$ cat src/rtl/ramp_pulse_encoder.sv
// rtl/ramp_pulse_encoder.sv - digital-to-time encoder: one full ramp per code, pulse edge marks the code
module ramp_pulse_encoder #(
  parameter int WIDTH = 8,
  parameter int GAP   = 2
) (
  input  logic             clk,
  input  logic             rst,
  input  logic             in_valid,
  input  logic [WIDTH-1:0] in_value,
  output logic             in_ready,
  input  logic             abort,
  output logic [WIDTH-1:0] count,
  output logic             ramp_start,
  output logic             pulse_out,
  output logic             busy,
  output logic             done
);

  localparam int GW = (GAP > 1) ? $clog2(GAP) : 1;
  localparam logic [WIDTH-1:0] CMAX     = '1;
  localparam logic [GW-1:0]    GAP_LAST = GW'(GAP - 1);

  typedef enum logic [1:0] {S_IDLE, S_RAMP, S_GAP} state_t;

  state_t           state;
  logic [WIDTH-1:0] code;
  logic [GW-1:0]    gap_cnt;

  always_ff @(posedge clk or negedge rst) begin
    if (!rst) begin
      state      <= S_IDLE;
      code       <= '0;
      count      <= '0;
      gap_cnt    <= '0;
      in_ready   <= 1'b0;
      ramp_start <= 1'b0;
      pulse_out  <= 1'b0;
      busy       <= 1'b0;
      done       <= 1'b0;
    end else begin
      ramp_start <= 1'b0;
      pulse_out  <= 1'b0;
      done       <= 1'b0;
      case (state)
        S_IDLE: begin
          in_ready <= 1'b1;
          if (in_valid && in_ready) begin
            code       <= in_value;
            count      <= '0;
            state      <= S_RAMP;
            in_ready   <= 1'b0;
            ramp_start <= 1'b1;
            busy       <= 1'b1;
          end
        end
        S_RAMP: begin
          // abort has priority over both the pulse and the end-of-ramp done
          if (abort) begin
            state   <= S_GAP;
            count   <= '0;
            gap_cnt <= GAP_LAST;
          end else begin
            pulse_out <= (count >= code);
            if (count == CMAX) begin
              state   <= S_GAP;
              count   <= '0;
              done    <= 1'b1;
              gap_cnt <= GAP_LAST;
            end else begin
              count <= count + WIDTH'(1);
            end
          end
        end
        S_GAP: begin
          if (gap_cnt == '0) begin
            state    <= S_IDLE;
            busy     <= 1'b0;
            in_ready <= 1'b1;
          end else begin
            gap_cnt <= gap_cnt - GW'(1);
          end
        end
        default: state <= S_IDLE;
      endcase
    end
  end

endmodule

$ cat config.mk
export PLATFORM = sky130hd
export DESIGN_NAME = ramp_pulse_encoder
export DESIGN_NICKNAME = d
export VERILOG_FILES = /design/src/rtl/ramp_pulse_encoder.sv
export SDC_FILE = /design/constraint.sdc
export NUM_CORES = 1
export LEC_CHECK = 0
export ABC_AREA = 1
export CORE_MARGIN = 10
export CORE_UTILIZATION = 41
export DETAILED_ROUTE_END_ITERATION = 12
export HOLD_SLACK_MARGIN = 0.15
export MAX_ROUTING_LAYER = met4
export PLACE_DENSITY = 0.64
export SYNTH_ARGS = -nofsm -noshare
export SYNTH_HDL_FRONTEND = slang
export SYNTH_SLANG_ARGS = --single-unit
$ cat constraint.sdc
create_clock -name clk -period 1.7 [get_ports clk]
set_input_delay 0.34 -clock clk [delete_from_list [all_inputs] [get_ports clk]]
set_output_delay 0.34 -clock clk [all_outputs]
set_load 0.02 [all_outputs]
* Yosys cells after proc, flatten, opt, wreduce, memory -nomap -nowiden
Cells that the tools add are included.
** Cells by class
- Divide/modulo/power cells :: 0
- Muxes and demuxes :: 26
- Shift operators :: 0
- $lt $le $gt $ge :: 1
- Multipliers :: 0
- Add/subtract/negate cells :: 2
- Reduce and logical (&&, ||, !) cells :: 11
- Eq/ne operators :: 6
- Bitwise logic cells :: 0
** Operators by type and width (number)
- 2-to-1 mux 8 bit :: 3
- case mux 8 bit (2 select lines) :: 1
- 2-to-1 mux 1 bit :: 14
- adder 8 x 1 -> 8 bit, second input constant :: 1
- equality test 8 bit, second input constant :: 1
- greater-or-equal comparator 8 bit :: 1
- 2-to-1 mux 2 bit :: 4
- AND reduction 2 bit :: 4
- case mux 1 bit (2 select lines) :: 3
- case mux 2 bit (3 select lines) :: 1
- AND reduction 3 bit :: 2
- nonzero test 2 bit :: 3
- != test 2 bit, second input constant :: 2
- != test 3 bit, second input constant :: 1
- equality test 2 x 1 -> 1 bit, second input constant :: 1
- equality test 2 bit, second input constant :: 1
- zero test 2 bit :: 1
- logical AND 1 bit :: 1
- subtractor 1 bit, second input constant :: 1
** Storage, ports and cells
- Memories :: 0
- Latch bits :: 0
- ROM bits :: 0
- Logic and storage cells :: 55
- Output and inout port bits :: 13
- Register bits :: 24
- Memory bits (writable) :: 0

* Logic depth before layout (Yosys ltp)
Gate-level depths: netlist of the first run.
- Depth after elaboration :: 4
- Gate-level depth with buffers :: 9
- Depth with buffers taken out :: 9

* Least setup slack after synthesis of the first run
OpenSTA, ideal clock, no wires.
- Path type :: flip-flop to flip-flop
- Start :: register count[1]
- End :: register count[3]
- Slack :: 0.316 ns
- Data arrival time :: 1.263 ns
- Data required time :: 1.579 ns
- Buffers on the path :: 0
- Period minus slack after synthesis :: 1.384 ns
- Cell stages (with the launch flop) :: 8
- Cell sequence :: dfrtp_1 -> ha_1 -> nand3_1 -> inv_1 -> nand2_1 -> nand2_2 -> nand2_2 -> a21boi_1
** On the way
- Cells in the longest elaborated chain, start to end :: 4
** Ends and longest elaborated chain
- from (decl) :: RTL line 12 : output logic [WIDTH-1:0] count,
- from (signal assigned) :: RTL line 70 : count <= count + WIDTH'(1);
- adder 8 x 1 -> 8 bit or equality test 8 bit (tied branches) :: RTL line 70, 64
- 2-to-1 mux 8 bit * :: RTL line 64 : if (count == CMAX) begin
- 2-to-1 mux 8 bit * :: RTL line 58 : if (abort) begin
- case mux 8 bit (2 select lines) * :: RTL line 44 : case (state)
Every way passes the cells marked *; elsewhere a longest branch is shown, timed or not.
A chain may end at the register's enable or synchronous reset.

* Worst setup path after layout of the first run
- Start :: register busy
- End :: output busy
** RTL lines
- from (decl) :: RTL line 15 : output logic busy,
- from (signal assigned) :: RTL line 38 : busy <= 1'b0;
- from (signal assigned) :: RTL line 53 : busy <= 1'b1;
- from (signal assigned) :: RTL line 77 : busy <= 1'b0;
No word-level cell between the ends.

==> results.toml, run 1 <==
[pwr]
leakage_nw = 0.874
vdd_drop_max_mv = 0.590
power.total_w = 0.00223
p_per_area_nw_per_um2 = 1360

[clock_tree]
cts_root_buf = "clkbuf_4"
htreeDepth = 1
clk_pin_slew_worst_paths_ps = 130
cts_tree = "yes"
cts_buffers = 3
cts_setup_buffers = 0
cts_buffer_depth = 2
clk_latency_ps = 310
postCtsHoldBufs = 0
cts_sinks = 24

[setup_path]
cp_num_buf_inv = 1
reg2reg_slack_ps = 280
crit_start = "busy"
critical_path.startpoint_type = "register"
cp_cell_sequence = "clkdlybuf4s50_1"
crit_required_ps = 1360
worst_setup_path_end_kind = "output pin"
reg2reg_to = "count[3]"
critPathMaxFanout = 2
crit_family = "buffers and inverters"
r2r_start = "count[1]"
slowest_stage = "clkdlybuf4s50_1"
cp.arrival_ps = 1270
critPathCapture = "busy"
path_class = "register to output pin"
crit_cells = 1
ff2ff_path_depth = 7
slowest_delay_ps = 600

[synth]
yosys.area.top_type_share_pct = 45.6
synth_common_cells = "42 x nand2_1, 24 x dfrtp_1, 23 x inv_1"
synth_area_leaders = "dfrtp_1 46%, nand2_1 12%, ha_1 8.5%"
synth_edf_count = 0
async_reset_ff_share_pct = 100
ys_warn_count = 0
syn_inst = 155
synth_nets = 176
synth.most_common_cell = "nand2_1"
syn_avg_cell_area_um2 = 8.50
synth_ff_type = "dfrtp_1"
ys_ff_latch = 24
yosysTopAreaCell = "dfrtp_1"
synth.distinct_cells = 19
synth_area_um2 = 1320
ys_seq_area_share_pct = 45.6

[die]
dieArea_um2 = 5880
core_area_um2 = 3050
start_util_pct = 43.2
die_x_um = 76.7
ios = 25
die_h_um = 76.7
std_cell_rows = 20

[routing]
routed_via_density = 4.74
final_antenna_net_count = 0
dr.first_iter.drc_count = 49
drc = 0
first_pass_iters = 5
wl_per_cell_um = 12.1
routed_wl_um = 2760
vias = 1081

[final_layout]
nNetsFinal = 207
regArea_um2 = 601
num-fill-cells = 292
antennaDiodeCount = 0
multi_input_area_um2 = 601
final_layout_size_suffix_gt1_share_pct = 13.6
post-route-util_pct = 53.7
design_area_um2 = 1640
area_growth_pct = 24.4

[place]
gp_congestion = 0.828
hpwl_um = 2150
numPortBuffers = 24
dpl_cell_area_um2 = 1620

[sta]
fmax_mhz = 620
final_max_slew_viol_count = 0
finalSetupTns_ps = 0
finalCriticalPeriod_ps = 1610
finalHoldViolCount = 0
slew_headroom_pct = 77.6
rsz0062_at_grt = "false"
holdWs_ps = 383
setup_viol = 0
finClkSkew_ps = 2.41
finalCritPeriodShare_pct = 94.8
worst_pin_slew_ps = 336

[global_route]
grt_pass1_wl_um = 4890
grt.overflow.total = 0
grt_antenna_before_repair = 0
grt_pass1_vias = 1088
grt_max_degree = 25
grt_use_total_pct = 10.2

[run_status]
status = "finished, final reports clean"

[flow_run]
drv_cap = 0

[worst_hold_path]
hold_path_class = "input port to async pin"
==> how the worst min path moves through the flow <==
stage	from	endpoint	slack [ps]
after floorplan	rst	busy	40
after global placement	busy	busy	450
after detailed placement	busy	busy	460
after CTS	rst	in_ready	390
after global routing	rst	in_ready	390
final	rst	count[7]	380
==> area by class of cell <==
cell class	count	area share [%]
flip-flops and latches	24	36.6
inverters	25	5.73
multi-input cells	104	36.6
clock buffers	3	1.37
repair buffers	28	16.3
well taps	44	3.36
==> metal layers <==
layer,global-route usage [%],vias up,routed length (µm)
met3,2.80,6,157
met4,4.28,0,47
li1,-,551,-
met2,16.4,30,1240
met1,11.9,494,1320
met5,-,-,0
==> placed cells by master, fill, tap and decap left out <==
cell / synthesis / final
nand2_1: 42 / 42
dfrtp_1: 24 / 24
inv_1: 23 / 23
clkdlybuf4s50_1: 0 / 15
nor2_1: 12 / 12
ha_1: 9 / 9
nand3_1: 8 / 8
o21ai_2: 7 / 7
dlygate4sd2_1: 0 / 7
nand2_2: 5 / 5
a21oi_1: 5 / 5
o21ai_0: 5 / 5
nand4_1: 4 / 4
buf_4: 0 / 4
clkbuf_4: 0 / 3
inv_2: 2 / 2
nor2_4: 2 / 2
dlymetal6s2s_1: 0 / 2
o21a_1: 1 / 1
a21oi_4: 1 / 1
nor3_4: 1 / 1
nand3b_1: 1 / 1
a21boi_1: 1 / 1
==> logic make-up (layout without fill, tap and decap cells) <==
kind of cell    Yosys count  count (layout)  synth area share (%)
simple gates             75              75                  26.2
buf+inv                  27              56                  8.83
flops                    24              24                  45.6
compound gates           20              20                  10.8
fa+ha+maj                 9               9                  8.55
==> power by group <==
group | switching (W) | total (W) | leakage, nW | internal, W
Combinational | 0.000688 | 0.00112 | 0.551 | 0.000433
Clock | 0.000167 | 0.000250 | 0.0138 | 0.0000828
Sequential | 0.000105 | 0.000861 | 0.309 | 0.000756
Total | 0.000960 | 0.00223 | 0.874 | 0.00127
==> metrics by stage <==
step / cells / setup WS [ps]
finish: 228 / 88.3
global route: 228 / 29.3
CTS: 228 / 10.3
detailed placement: 225 / 30.6
global placement: 225 / 84.6
floorplan: 155 / 316
==> registers in the layout, indices dropped and copies added (netlist names) <==
register / cells
state: 2
ramp_start: 1
in_ready: 1
busy: 1
gap_cnt: 1
code: 8
done: 1
count: 8
pulse_out: 1
==> repair_timing <==
item,in CTS,in global routing
gates resized for setup,7,2
pin swaps,0,0
setup endpoints to repair,7,2
Power figures use the tool's default switching activity.
==> run 2, diff against run 1 <==
Settings changed: CORE_UTILIZATION 41 to 30, PLACE_DENSITY 0.64 to 0.5.
==> run 2 against run 1 <==
Against the previous run: fmax decreased by 0.68%; sequential power rose by 1%; sequential share of layout area shrank 1.8 points; clock skew shrank 0.96 ps; clock-buffer cell count unchanged; largest cell class unchanged.
==> results.toml, run 2 (synthesis results as in run 1) <==
[die]
die_h_um = 86.3
ios = 25
die_x_um = 86.3
start_util_pct = 30.7
std_cell_rows = 24
core_area_um2 = 4290
dieArea_um2 = 7440

[sta]
finalCriticalPeriod_ps = 1620
finalCritPeriodShare_pct = 95.5
finalSetupTns_ps = 0
fmax_mhz = 616
worst_pin_slew_ps = 345
rsz0062_at_grt = "false"
final_max_slew_viol_count = 0
slew_headroom_pct = 77.0
finClkSkew_ps = 1.45
finalHoldViolCount = 0
setup_viol = 0
worst_slack_ps = 77.3

[final_layout]
nNetsFinal = 209
area_growth_pct = 30.9
regArea_um2 = 601
multi_input_area_um2 = 601
final_common_cell = "nand2_1"
num-fill-cells = 436
final_cell_mix = "42 x nand2_1, 24 x dfrtp_1, 23 x inv_1, 20 x clkdlybuf4s50_1, 12 x nor2_1"
antennaDiodeCount = 0
final_layout_size_suffix_gt1_share_pct = 15.0
largestRegisters = "code (8), count (8), state (2)"

[place]
dpl_worst_slack_ps = 37.9
numPortBuffers = 24
hpwl_um = 2350
gp_congestion = 0.766

[pwr]
swShare_pct = 39.4
pwr-share-comb_pct = 46.2
p_sw_w = 0.00100
p_int_w = 0.00154
vdd_drop_max_mv = 0.603
power.total_w = 0.00255
leakage_nw = 0.866
p_per_area_nw_per_um2 = 1480
clkPwrFrac_pct = 19.7
power_frac_seq_pct = 34.1

[global_route]
grt_pass1_wl_um = 5120
grt.overflow.total = 0
grt_max_degree = 25
grt_pass1_vias = 1096
grt_antenna_before_repair = 0
grt_use_total_pct = 8.76

[flow_run]
drv_cap = 0

[clock_tree]
cts_buffers = 3
cts_tree = "yes"
clk_latency_ps = 260
cts_setup_buffers = 0
cts_sinks = 24
cts_root_buf = "clkbuf_8"
htreeDepth = 1
cts_buffer_depth = 2
clk_pin_slew_worst_paths_ps = 90

[setup_path]
critPathMaxFanout = 3
ff2ff_path_depth = 7
slowest_stage = "clkdlybuf4s50_1"
cp_cell_sequence = "clkdlybuf4s50_1"
crit_cells = 1
slowest_delay_ps = 630
cp_num_buf_inv = 1
cp.arrival_ps = 1280
worst_setup_path_end_kind = "output pin"
critical_path.startpoint_type = "register"
crit_family = "buffers and inverters"
path_class = "register to output pin"
crit_required_ps = 1360

[routing]
dr.first_iter.drc_count = 75
wl_per_cell_um = 12.3
routed_wl_um = 2940
drc = 0
final_antenna_net_count = 0
routed_via_density = 4.39
first_pass_iters = 5
vias = 1049

[worst_hold_path]
hold_path_class = "input port to async pin"

[run_status]
status = "finished, final reports clean"
-- run 2: through the flow --
stage / hold slack (ps) / std cells / util [%] / cell area, µm²
floorplan: 44.4 / 155 / - / 1320
global placement: 461 / 235 / 38.6 / 1660
detailed placement: 487 / 235 / 38.6 / 1660
CTS: 434 / 239 / 40.2 / 1720
global route: 444 / 239 / 40.2 / 1720
finish: 429 / 239 / 40.2 / 1720
-- run 2: final timing paths --
path | startpoint | endpoint | slack [ps]
worst max-delay path | count[0] | count[0] | 80
worst min-delay path | rst | gap_cnt | 430
worst max register to register | count[1] | count[3] | 210
worst min register to register | code[0] | code[0] | 500
max in group asynchronous | rst | code[3] | 1030
min in group clk | code[0] | code[0] | 500
-- run 2: cell type report --
cell class / instances / share of cell area, %
repair buffers: 30 / 17.0
clock inverters: 1 / 1.74
inverters: 25 / 5.44
flip-flops and latches: 24 / 34.8
multi-input cells: 104 / 34.8
clock buffers: 3 / 2.39
well taps: 52 / 3.77
-- run 2: power by group through the flow --
stage                     Sequential (W)  Clock (W)  Combinational [W]
after global placement          0.000878          0            0.00117
final                           0.000870   0.000501            0.00118
after CTS                       0.000872   0.000518            0.00120
after detailed placement        0.000883          0            0.00120
after floorplan                 0.000934          0           0.000798
after global routing            0.000884   0.000551            0.00133
-- run 2: what timing repair did --
item | in CTS | in global routing
endpoints found under the setup margin | 4 | 0
hold buffers | 0 | 0
gates resized for setup | 4 | 0
hold endpoints to repair | 0 | 0
-- run 2: per-layer routing --
metal	global-route usage (%)	vias to the layer above	wire, µm
met4	3.09	0	19
li1	-	553	-
met2	13.5	21	1360
met5	-	-	0
met1	10.6	473	1360
met3	2.63	2	197
